===== config.mk =====
export PLATFORM = sky130hd
export DESIGN_NAME = multicycle_cpu_core
export DESIGN_NICKNAME = d
export VERILOG_FILES = /design/src/rtl/multicycle_cpu_core.sv
export SDC_FILE = /design/constraint.sdc
export NUM_CORES = 1
export LEC_CHECK = 0
export CAP_MARGIN = 10
export CORE_MARGIN = 2
export CORE_UTILIZATION = 30
export CTS_CLUSTER_DIAMETER = 60
export DETAILED_ROUTE_END_ITERATION = 10
export HOLD_SLACK_MARGIN = 0.12
export PLACE_DENSITY_LB_ADDON = 0.1
export SYNTH_ARGS = -nofsm -noshare
export SYNTH_HDL_FRONTEND = slang
export SYNTH_SLANG_ARGS = --single-unit

===== constraint.sdc =====
create_clock -name CLK -period 10 [get_ports CLK]
set_input_delay 2 -clock CLK [delete_from_list [all_inputs] [get_ports CLK]]
set_output_delay 2 -clock CLK [all_outputs]
set_load 0.02 [all_outputs]

===== src/rtl/multicycle_cpu_core.sv =====
// Parametrised multi-cycle core: a FETCH/DECODE/EXEC/MEM/WB/HALT control FSM with
// req/ready handshakes on separate instruction and data memory ports.
module multicycle_cpu_core #(
    parameter int                DATA_W   = 16,
    parameter int                REG_AW   = 3,
    parameter int                INSTR_W  = 26,
    parameter logic [DATA_W-1:0] RESET_PC = '0
) (
    input  logic               CLK,
    input  logic               START,
    output logic               IM_REQ,
    output logic [DATA_W-1:0]  IM_ADDR,
    input  logic [INSTR_W-1:0] IM_RDATA,
    input  logic               IM_READY,
    output logic               DM_REQ,
    output logic               DM_WE,
    output logic [DATA_W-1:0]  DM_ADDR,
    output logic [DATA_W-1:0]  DM_WDATA,
    input  logic [DATA_W-1:0]  DM_RDATA,
    input  logic               DM_READY,
    output logic               RETIRE,
    output logic               HALTED,
    output logic               ILLEGAL,
    output logic [DATA_W-1:0]  PC_OUT
);

    localparam int IMM_W = INSTR_W - 6 - 2 * REG_AW;
    localparam int NREG  = 2 ** REG_AW;

    localparam logic [5:0] OP_RTYPE = 6'h00;
    localparam logic [5:0] OP_ADDI  = 6'h08;
    localparam logic [5:0] OP_LW    = 6'h23;
    localparam logic [5:0] OP_SW    = 6'h2B;
    localparam logic [5:0] OP_BEQ   = 6'h04;
    localparam logic [5:0] OP_HALT  = 6'h3F;

    localparam logic [5:0] F_ADD = 6'h20;
    localparam logic [5:0] F_SUB = 6'h22;
    localparam logic [5:0] F_AND = 6'h24;
    localparam logic [5:0] F_OR  = 6'h25;
    localparam logic [5:0] F_SLT = 6'h2A;

    typedef enum logic [2:0] {
        S_FETCH,
        S_DECODE,
        S_EXEC,
        S_MEM,
        S_WB,
        S_HALT
    } state_t;

    state_t              r_state;
    logic [DATA_W-1:0]   r_pc;
    logic [INSTR_W-1:0]  r_ir;
    logic [DATA_W-1:0]   r_a;
    logic [DATA_W-1:0]   r_b;
    logic [DATA_W-1:0]   r_aluout;
    logic [DATA_W-1:0]   r_mdr;
    logic [DATA_W-1:0]   r_regs [NREG];
    logic                r_im_req;
    logic                r_dm_req;
    logic                r_dm_we;
    logic                r_retire;
    logic                r_halted;
    logic                r_illegal;

    logic [5:0]          w_op;
    logic [REG_AW-1:0]   w_rs;
    logic [REG_AW-1:0]   w_rt;
    logic [IMM_W-1:0]    w_imm;
    logic [REG_AW-1:0]   w_rd;
    logic [5:0]          w_funct;
    logic [DATA_W-1:0]   w_imm_ext;
    logic                w_rtype_ok;
    logic                w_legal;
    logic [DATA_W-1:0]   w_alu;
    logic [REG_AW-1:0]   w_wb_idx;
    logic [DATA_W-1:0]   w_wb_data;

    assign w_op    = r_ir[INSTR_W-1 -: 6];
    assign w_rs    = r_ir[INSTR_W-7 -: REG_AW];
    assign w_rt    = r_ir[INSTR_W-7-REG_AW -: REG_AW];
    assign w_imm   = r_ir[IMM_W-1:0];
    assign w_rd    = w_imm[IMM_W-1 -: REG_AW];
    assign w_funct = w_imm[5:0];

    // Immediate is sign-extended, or simply truncated when wider than the datapath.
    if (IMM_W >= DATA_W) begin : g_imm_trunc
        assign w_imm_ext = w_imm[DATA_W-1:0];
    end else begin : g_imm_sext
        assign w_imm_ext = {{(DATA_W-IMM_W){w_imm[IMM_W-1]}}, w_imm};
    end

    assign w_rtype_ok = (w_funct == F_ADD) || (w_funct == F_SUB) || (w_funct == F_AND) ||
                        (w_funct == F_OR)  || (w_funct == F_SLT);
    assign w_legal    = ((w_op == OP_RTYPE) && w_rtype_ok) || (w_op == OP_ADDI) ||
                        (w_op == OP_LW) || (w_op == OP_SW) || (w_op == OP_BEQ) || (w_op == OP_HALT);

    always_comb begin
        w_alu = r_a + w_imm_ext;
        if (w_op == OP_RTYPE) begin
            case (w_funct)
                F_SUB:   w_alu = r_a - r_b;
                F_AND:   w_alu = r_a & r_b;
                F_OR:    w_alu = r_a | r_b;
                F_SLT:   w_alu = {{(DATA_W-1){1'b0}}, ($signed(r_a) < $signed(r_b))};
                default: w_alu = r_a + r_b;
            endcase
        end
    end

    assign w_wb_idx  = (w_op == OP_RTYPE) ? w_rd : w_rt;
    assign w_wb_data = (w_op == OP_LW) ? r_mdr : r_aluout;

    // Outputs are registered and raised on the transition into the state that owns them,
    // so the first fetch after reset spends one cycle raising IM_REQ.
    always_ff @(posedge CLK or negedge START) begin
        if (!START) begin
            r_state   <= S_FETCH;
            r_pc      <= RESET_PC;
            r_ir      <= '0;
            r_a       <= '0;
            r_b       <= '0;
            r_aluout  <= '0;
            r_mdr     <= '0;
            r_im_req  <= 1'b0;
            r_dm_req  <= 1'b0;
            r_dm_we   <= 1'b0;
            r_retire  <= 1'b0;
            r_halted  <= 1'b0;
            r_illegal <= 1'b0;
            for (int i = 0; i < NREG; i++) begin
                r_regs[i] <= '0;
            end
        end else begin
            r_retire <= 1'b0;
            case (r_state)
                S_FETCH: begin
                    if (!r_im_req) begin
                        r_im_req <= 1'b1;
                    end else if (IM_READY) begin
                        r_ir     <= IM_RDATA;
                        r_pc     <= r_pc + DATA_W'(1);
                        r_im_req <= 1'b0;
                        r_state  <= S_DECODE;
                    end
                end
                S_DECODE: begin
                    r_a <= r_regs[w_rs];
                    r_b <= r_regs[w_rt];
                    if (w_op == OP_HALT) begin
                        r_halted <= 1'b1;
                        r_retire <= 1'b1;
                        r_state  <= S_HALT;
                    end else if (!w_legal) begin
                        r_illegal <= 1'b1;
                        r_retire  <= 1'b1;
                        r_im_req  <= 1'b1;
                        r_state   <= S_FETCH;
                    end else begin
                        r_state <= S_EXEC;
                    end
                end
                S_EXEC: begin
                    r_aluout <= w_alu;
                    if (w_op == OP_BEQ) begin
                        if (r_a == r_b) begin
                            r_pc <= r_pc + w_imm_ext;
                        end
                        r_retire <= 1'b1;
                        r_im_req <= 1'b1;
                        r_state  <= S_FETCH;
                    end else if ((w_op == OP_LW) || (w_op == OP_SW)) begin
                        r_dm_req <= 1'b1;
                        r_dm_we  <= (w_op == OP_SW);
                        r_state  <= S_MEM;
                    end else begin
                        r_state <= S_WB;
                    end
                end
                S_MEM: begin
                    if (r_dm_req && DM_READY) begin
                        r_dm_req <= 1'b0;
                        r_dm_we  <= 1'b0;
                        if (w_op == OP_SW) begin
                            r_retire <= 1'b1;
                            r_im_req <= 1'b1;
                            r_state  <= S_FETCH;
                        end else begin
                            r_mdr   <= DM_RDATA;
                            r_state <= S_WB;
                        end
                    end
                end
                S_WB: begin
                    if (w_wb_idx != '0) begin
                        r_regs[w_wb_idx] <= w_wb_data;
                    end
                    r_retire <= 1'b1;
                    r_im_req <= 1'b1;
                    r_state  <= S_FETCH;
                end
                S_HALT: begin
                    r_state <= S_HALT;
                end
                default: begin
                    r_state <= S_FETCH;
                end
            endcase
        end
    end

    assign IM_REQ   = r_im_req;
    assign IM_ADDR  = r_pc;
    assign DM_REQ   = r_dm_req;
    assign DM_WE    = r_dm_we;
    assign DM_ADDR  = r_aluout;
    assign DM_WDATA = r_b;
    assign RETIRE   = r_retire;
    assign HALTED   = r_halted;
    assign ILLEGAL  = r_illegal;
    assign PC_OUT   = r_pc;

endmodule

* After elaboration in Yosys (flattened, before gate mapping)
Index checks and enable logic that the tools add are counted.
** Operators by class
- $add $sub $neg :: 5
- $mul :: 0
- Divide/modulo/power cells :: 0
- Order comparisons :: 5
- Eq/ne operators :: 26
- Shift operators :: 0
- Multiplexer cells :: 48
- Bitwise operators :: 8
- Reduce and logical (&&, ||, !) cells :: 28
** Operators by type and width (number)
- $mux W16 :: 11
- $bwmux W128 :: 1
- $bmux W16 S3 :: 2
- $pmux W16 S4 :: 1
- $add A16 B16 Y16 :: 3
- $demux W16 S3 :: 1
- $eq A6 B6 Y1 const B :: 8
- $pmux W16 S2 :: 1
- $mux W3 :: 8
- $ne A2 B2 Y1 const B :: 10
- $mux W1 :: 17
- $add A16 B1 Y16 const B :: 1
- $and A16 B16 Y16 :: 1
- $eq A16 B16 Y1 :: 1
- $lt A16 B16 Y1 :: 1
- $or A16 B16 Y16 :: 1
- $sub A16 B16 Y16 :: 1
- $pmux W3 S5 :: 1
- $ge A4 B4 Y1 const B :: 3
- $not A3 Y4 :: 3
- $reduce_and A3 Y1 :: 4
- $logic_or A1 B1 Y1 :: 10
- $eq A3 B2 Y1 const B :: 2
- $eq A3 B3 Y1 const B :: 2
- 19 further kinds :: 26
** Storage, ports and cells
- Register bits after elaboration :: 243
- Bits in latches :: 0
- Memory bits (writable) :: 0
- Bits in read-only memories :: 0
- Output and inout port bits :: 70
- Memories :: 0

* Longest topological paths before layout
- Depth after elaboration :: 14
- Gate-level depth with buffers :: 16
- Gate-level depth less buffers :: 14

* Worst setup path before layout
No wires, ideal clock.
- Path type :: input port to flip-flop
- Start point :: in IM_READY
- End point :: reg r_ir[20]
- Data arrival time :: 3.306 ns
- Setup slack :: 6.569 ns
- Stages :: 5
- Buffers on the path :: 2
- Path through :: nand2_1 > nor4_1 > clkbuf_1 > clkbuf_1 > mux2_2
** Between the ends
- Longest elaborated chain between the ends :: 1
** RTL lines
- start, declared :: RTL line 14 : input logic IM_READY,
- $reduce_and A3 Y1 (no source line)
- end signal, assigned :: RTL line 121 : r_ir <= '0;
- end signal, assigned :: RTL line 142 : r_ir <= IM_RDATA;
- end, declared :: RTL line 54 : logic [INSTR_W-1:0] r_ir;
No other way between the ends.
A chain may end at the register's enable or synchronous reset.

* Worst setup path after layout
- Start point :: reg r_state[2]
- End point :: reg r_pc[15] (netlist: IM_ADDR[15])
** Between the ends
- Longest elaborated chain between the ends :: 3
** RTL lines
- start, declared :: RTL line 52 : state_t r_state;
- start signal, assigned :: RTL line 119 : r_state <= S_FETCH;
- start signal, assigned :: RTL line 145 : r_state <= S_DECODE;
- start signal, assigned :: RTL line 154 : r_state <= S_HALT;
- $eq A3 B2 Y1 / $logic_not A3 Y1 (equally long branches) :: RTL line 137 : case (r_state)
- $ne A2 B2 Y1 (no source line) / $reduce_bool A2 Y1 (equally long branches)
- $reduce_and A5 Y1 (no source line)
- end signal, assigned :: RTL line 143 : r_pc <= r_pc + DATA_W'(1);
- end signal, assigned :: RTL line 168 : r_pc <= r_pc + w_imm_ext;
- end, declared :: RTL line 53 : logic [DATA_W-1:0] r_pc;
Several ways; a longest one is shown, not always the timed one.

==> impl_metrics.py <==
metrics = {
    "yosys": {
        "synth_cell_type_count": 86,
        "yosys.area_share.simple": 0.116,
        "synth_edf_count": 0,
        "yosys.area.top_type": "dfrtp_1",
        "ys_ff_latch": 243,
        "synthAdderAreaFrac": 0.0718,
        "synth_xor_area_frac": 0.0161,
        "synth_flop_cell": "dfrtp_1",
        "avgSynthCellArea_um2": 9.96,
        "synth-seq-area-share": 0.414,
        "synth_top_area_frac": 0.414,
        "syn_inst": 1476,
        "synth_top_family_by_area": "compound AO/OA/AOI/OAI gates",
        "netlist_top_cells_area": "dfrtp_1, mux4_2, ha_1",
        "synth_mux_area_frac": 0.164,
        "yosys_warnings": 0,
        "netlist_area_um2": 14700,
        "syn-num-nets": 1604,
        "async_reset_ff_frac": 1.00,
        "synth_compound_area_frac": 0.166,
    },
    "timing": {
        "setup_total_negative_slack_ns": 0,
        "hold_viol": 0,
        "finClkSkew_ns": 0.0207,
        "fin_crit_sh": 0.387,
        "slew_headroom": 0.335,
        "setup_violations": 0,
        "layout_min_cycle_time_ns": 3.87,
        "rsz0062_at_grt": "no",
        "fmax_mhz": 258,
        "drv_slew": 0,
        "worst_slew_pin_slew_ns": 0.997,
    },
    "cells_and_area": {
        "fillers": 4876,
        "final_cell_mix": "dfrtp_1, nor2_1, a21oi_1, nand2_1, clkdlybuf4s50_1",
        "nets": 1658,
        "seq_area_um2": 6080,
        "syn2layout_area_growth_pct": 18.5,
        "post-route-util": 0.358,
        "antenna_cells": 0,
        "drive_gt1_frac": 0.135,
        "fin_area_um2": 17400,
        "final_common_cell": "dfrtp_1",
        "multi_input_area_um2": 7890,
    },
    "global_routing": {
        "track_usage": 0.188,
        "grt_overflow_total": 0,
        "grt_max_degree": 81,
        "antenna_found_initial": 0,
        "grt_pass1_wl_mm": 71.6,
        "first_global_vias": 11400,
    },
    "flow_run": {
        "drv_cap": 0,
    },
    "placed_design": {
        "dpl_cell_area_um2": 16300,
        "gp_congestion": 0.842,
        "port_buffers": 115,
        "hpwl_mm": 33.0,
    },
    "clock_tree": {
        "clock_latency_ns": 0.53,
        "postCtsSetupRepairBufs": 0,
        "numClockSinks": 243,
        "htree_levels": 2,
        "ctsHoldBuffers": 0,
        "root_buffer": "clkbuf_16",
        "clockBufferDepth": 3,
        "cts_tree": "done",
        "cts_resized": 0,
        "clk_pin_slew_worst_paths_ns": 0.05,
        "cts-buffers-inserted": 34,
    },
    "setup_path": {
        "cp.arrival_ns": 4.32,
        "critPathCapture": "IM_ADDR[15]$_DFFE_PN0P_",
        "reg2regPathDepth": 14,
        "timing.rr.end": "IM_ADDR[15]$_DFFE_PN0P_",
        "start_kind": "flop",
        "worstSetupPathType": "reg2reg",
        "startpoint": "r_state[2]$_DFFE_PN0P_",
        "required_ns": 10.45,
        "crit_path_end_kind": "flop",
        "cp_max_fo": 16,
        "r2r_start": "r_state[2]$_DFFE_PN0P_",
        "rrSetupSlack_ns": 6.13,
    },
    "drt": {
        "wl_per_cell_um": 21.6,
        "route.vias.total": 11300,
        "vias_per_cell": 5.19,
        "drt-pass1-iter-count": 5,
        "wl_mm": 46.9,
        "drtIter0Drc": 688,
        "ant_nets": 0,
        "route.detailed.drc": 0,
    },
    "power_and_ir_drop": {
        "finalPower_mw": 6.12,
        "power_density_nw_per_um2": 351,
        "ir_drop_v": 0.000114,
        "leakagePower_nw": 7.65,
    },
    "floorplanning": {
        "rows": 81,
        "coreArea_um2": 48600,
        "dieArea_um2": 50800,
        "initial_core_util": 0.302,
        "die_y_um": 225,
        "ios": 116,
        "die_w_um": 225,
    },
    "status": {
        "status": "finished clean",
    },
    "hold_path": {
        "worstHoldPathType": "reg2reg",
    },
}
-- routing by layer --
layer,GRT usage,wire (um),vias to the layer above
met3,0.0279,1510,64
li1,-,-,5418
met1,0.261,22300,5644
met2,0.306,22100,165
met4,0.0500,1070,0
met5,0,0,-
-- cell type report --
cell class / instances / share of cell area
multi-input cells: 1052 / 0.453
flip-flops and latches: 243 / 0.349
repair buffers: 137 / 0.0758
clock buffers: 49 / 0.0573
well taps: 622 / 0.0447
inverters: 62 / 0.0134
clock inverters: 10 / 0.00668
-- synthesized netlist by cell type (3+ instances only) --
| master | n |
|---|---|
| a211oi_1 | 10 |
| mux2_2 | 40 |
| or2_2 | 3 |
| xnor2_1 | 14 |
| o21ai_1 | 23 |
| buf_2 | 16 |
| clkbuf_1 | 74 |
| a21oi_1 | 151 |
| nand2_1 | 120 |
| a221o_1 | 8 |
| nor2_1 | 163 |
| buf_1 | 12 |
| buf_4 | 16 |
| o211ai_1 | 5 |
| ha_1 | 78 |
| and2_1 | 4 |
| mux4_2 | 64 |
| nor4_1 | 3 |
| mux2i_1 | 51 |
| nor2b_1 | 6 |
| xor2_1 | 13 |
| o21bai_1 | 10 |
| dfrtp_1 | 243 |
| and3_1 | 14 |
| nand2b_1 | 11 |
| a21o_1 | 10 |
| nor3b_1 | 3 |
| o21a_1 | 7 |
| a221oi_1 | 9 |
| fa_1 | 4 |
| nor3_1 | 25 |
| o221ai_1 | 9 |
| o31ai_1 | 5 |
| a31oi_1 | 13 |
| o21ai_0 | 97 |
| o22ai_1 | 5 |
| o31a_1 | 4 |
| or3_1 | 3 |
| inv_1 | 62 |
| nand3_1 | 14 |
-- metrics by stage --
| stage | cells | worst slack (ns) | hold slack, ns |
|---|---|---|---|
| floorplan | 1476 | 6.57 | 0.441 |
| global placement | 2116 | 5.85 | 0.377 |
| detailed placement | 2116 | 5.83 | 0.384 |
| CTS | 2175 | 6.11 | 0.396 |
| global route | 2175 | 5.74 | 0.409 |
| finish | 2175 | 6.13 | 0.389 |
-- cells by family (layout without fill, tap and decap cells) --
logic type / count (synthesis) / count (layout)
adder cells (fa/ha/maj): 82 / 82
multiplexers: 156 / 156
flip-flops: 243 / 243
AO/OA/AOI/OAI: 402 / 402
AND/OR/NAND/NOR: 385 / 385
XOR/XNOR: 27 / 27
buffers and inverters: 181 / 258
-- power breakdown --
part / internal [mW] / switching, mW / leakage, nW / total [mW]
combinational: 1.35 / 1.77 / 3.90 / 3.12
sequential: 1.30 / 0.492 / 3.20 / 1.79
clock: 0.747 / 0.457 / 0.549 / 1.20
-- sequential cells by signal, summed over array words and instances, names as in the netlist, 3 cells and up --
name      cells
r_regs      128
r_ir         26
DM_ADDR      16
DM_WDATA     16
IM_ADDR      16
r_a          16
r_mdr        16
r_state       3
-- critical path, cell delays in order, from the launching register on --
cell and delay (ns):
dfrtp_1 0.54, nor2_1 0.68, and2_1 0.22, buf_4 0.25
nand2_1 0.15, inv_1 0.08, ha_1 0.23, a211oi_1 0.28
o21ai_0 0.19, a21oi_1 0.24, a21oi_1 0.18, a31oi_1 0.28
nor3_1 0.09, nor3_1 0.22, xnor2_1 0.15
-- how the worst min path moves through the flow --
stage,startpoint,endpoint,slack (ns),cells after the start
finish,r_regs[117]$_DFFE_PN0P_,r_regs[117]$_DFFE_PN0P_,0.39,0
CTS,r_regs[117]$_DFFE_PN0P_,r_regs[117]$_DFFE_PN0P_,0.40,0
global placement,r_regs[122]$_DFFE_PN0P_,r_regs[122]$_DFFE_PN0P_,0.38,0
detailed placement,r_regs[117]$_DFFE_PN0P_,r_regs[117]$_DFFE_PN0P_,0.38,0
floorplan,r_regs[112]$_DFFE_PN0P_,r_regs[112]$_DFFE_PN0P_,0.44,1
global route,r_regs[121]$_DFFE_PN0P_,r_regs[121]$_DFFE_PN0P_,0.41,0
Power figures use the tool's default switching activity.
==> edit 1, RTL diff (same settings) <==
The parameter `DATA_W` goes from 16 to 32.
--- a/src/rtl/multicycle_cpu_core.sv
+++ b/src/rtl/multicycle_cpu_core.sv
@@ -1,7 +1,7 @@
 // Parametrised multi-cycle core: a FETCH/DECODE/EXEC/MEM/WB/HALT control FSM with
 // req/ready handshakes on separate instruction and data memory ports.
 module multicycle_cpu_core #(
-    parameter int                DATA_W   = 16,
+    parameter int                DATA_W   = 32,
     parameter int                REG_AW   = 3,
     parameter int                INSTR_W  = 26,
     parameter logic [DATA_W-1:0] RESET_PC = '0
Ports: changed (5 resized); port bits go from 116 to 196. No check against the original RTL was run, so the function may have changed too.
==> edit 1 against the unedited design <==
  * Design area increased by 91%
  * Area after synthesis is 92% higher
  * Utilization fell by 0.24 points
  * Setup slack got worse by 0.72 ns
  * Non-clock buffer count grew 94
  * Power increased by 99%
  * Sequential cell count increased by 208
  * Routed wire length increased by 120%
  * Die area increased by 90%
  * Largest power group unchanged
  * Highest routed layer unchanged
==> edit 1: results (changes against the unedited design) <==
stage,metric,value,unit,change
detailed_routing,wl_per_cell,23.9,um,was 21.6 um
detailed_routing,viasPerCell,5.37,,was 5.19
worst_setup_path,critPathSlowestCell,dfrtp_1,,was nor2_1
logic_synthesis,syn_nets,3181,,was 1604
sta,clock_skew,0.0149,ns,was 0.0207 ns
grt,grt_pass1_wl,154000,um,was 71600 um
worst_setup_path,worstPathMaxFanout,27,,was 16
place,gp_congestion,0.895,,was 0.842
clocking,numCtsBuffers,59,,was 34
clocking,clkLatencyLatePin,0.64,ns,was 0.53 ns
logic_synthesis,avgSynthCellArea,9.56,sq um,was 9.96 sq um
logic_synthesis,synth_cell_type_count,73,,was 86
logic_synthesis,yosysSeqAreaShare,39.9,%,was 41.4%
layout,drive_gt1_share,12.2,%,was 13.5%
layout,fin_cells,4306,,was 2175
power_and_ir_drop,p_int,6.44,mW,was 3.40 mW
place,dp_hpwl,71500,um,was 33000 um
logic_synthesis,synth_area_leaders,"dfrtp_1 (40%), mux4_2 (10%), ha_1 (7.0%), a21oi_1 (5.4%), nor2_1 (4.2%)",,"was dfrtp_1 (41%), mux4_2 (9.8%), ha_1 (6.6%), a21oi_1 (5.1%), nor2_1 (4.2%)"
layout,largest_reg_flops,256,,was 128
status,status,"complete, no violations",,unchanged
detailed_routing,first_pass_iters,7,,was 5
worst_setup_path,slowest_delay,0.89,ns,was 0.68 ns
place,place_area,31100,sq um,was 16300 sq um
grt,gr-usage-all-layers,20.9,%,was 18.8%
grt,grt_pass1_vias,23000,,was 11400
worst_setup_path,cp.arrival,5.15,ns,was 4.32 ns
edit 1: changes by cell type in the layout (fill, tap and decap cells not counted), moves of 64 or more:
cell	change
dfrtp_1	+205
clkdlybuf4s50_1	+80
nand2_1	+184
mux4_2	+64
o21ai_0	+135
nor2_1	+152
a21oi_1	+156
ha_1	+80
edit 1: final timing paths:
kind / cells past startpoint / to
hold reg to reg: 0 / r_regs[227]
hold / removal: 0 / r_regs[227]
setup reg to reg: 14 / IM_ADDR[31]
max in group asynchronous: 2 / DM_WDATA[23]
setup / recovery: 14 / IM_ADDR[31]
min in group asynchronous: 1 / IM_ADDR[16]
edit 1: power by group through the flow:
stage,clock (mW),sequential [mW],combinational (mW)
after global placement,0,3.33,6.56
after floorplan,0,3.06,4.49
after detailed placement,0,3.37,6.59
after CTS,2.29,3.33,6.63
final,2.23,3.32,6.65
after global routing,2.36,3.42,7.28
edit 1: per-layer routing:
layer | track usage (%) | wire [um] | vias to the layer above
li1 | - | - | 10700
met1 | 29.2 | 47000 | 11600
met2 | 32.9 | 46600 | 665
met3 | 4.08 | 6350 | 160
met4 | 5.88 | 2950 | 0
met5 | 0 | 0 | -
edit 1: area by class of cell:
type	instances	area [sq um]
clock buffer	77	1630
clock inverter	32	412
fill	9495	60100
inverter	108	405
multi-input combinational	2153	15600
sequential	451	11300
tap	1254	1570
timing repair buffer	231	2260
edit 1: logic make-up (layout without fill, tap and decap cells):
logic type | Yosys count | in the layout | share of synthesized area [%]
adders and majority gates | 162 | 162 | 7.28
and+or+nand+nor | 797 | 797 | 12.0
xor gates and xnor gates | 61 | 61 | 1.89
muxes | 256 | 256 | 15.0
AOI/OAI and AO/OA | 877 | 877 | 18.7
DFF | 451 | 451 | 39.9
buffers and inverters | 353 | 448 | 5.17
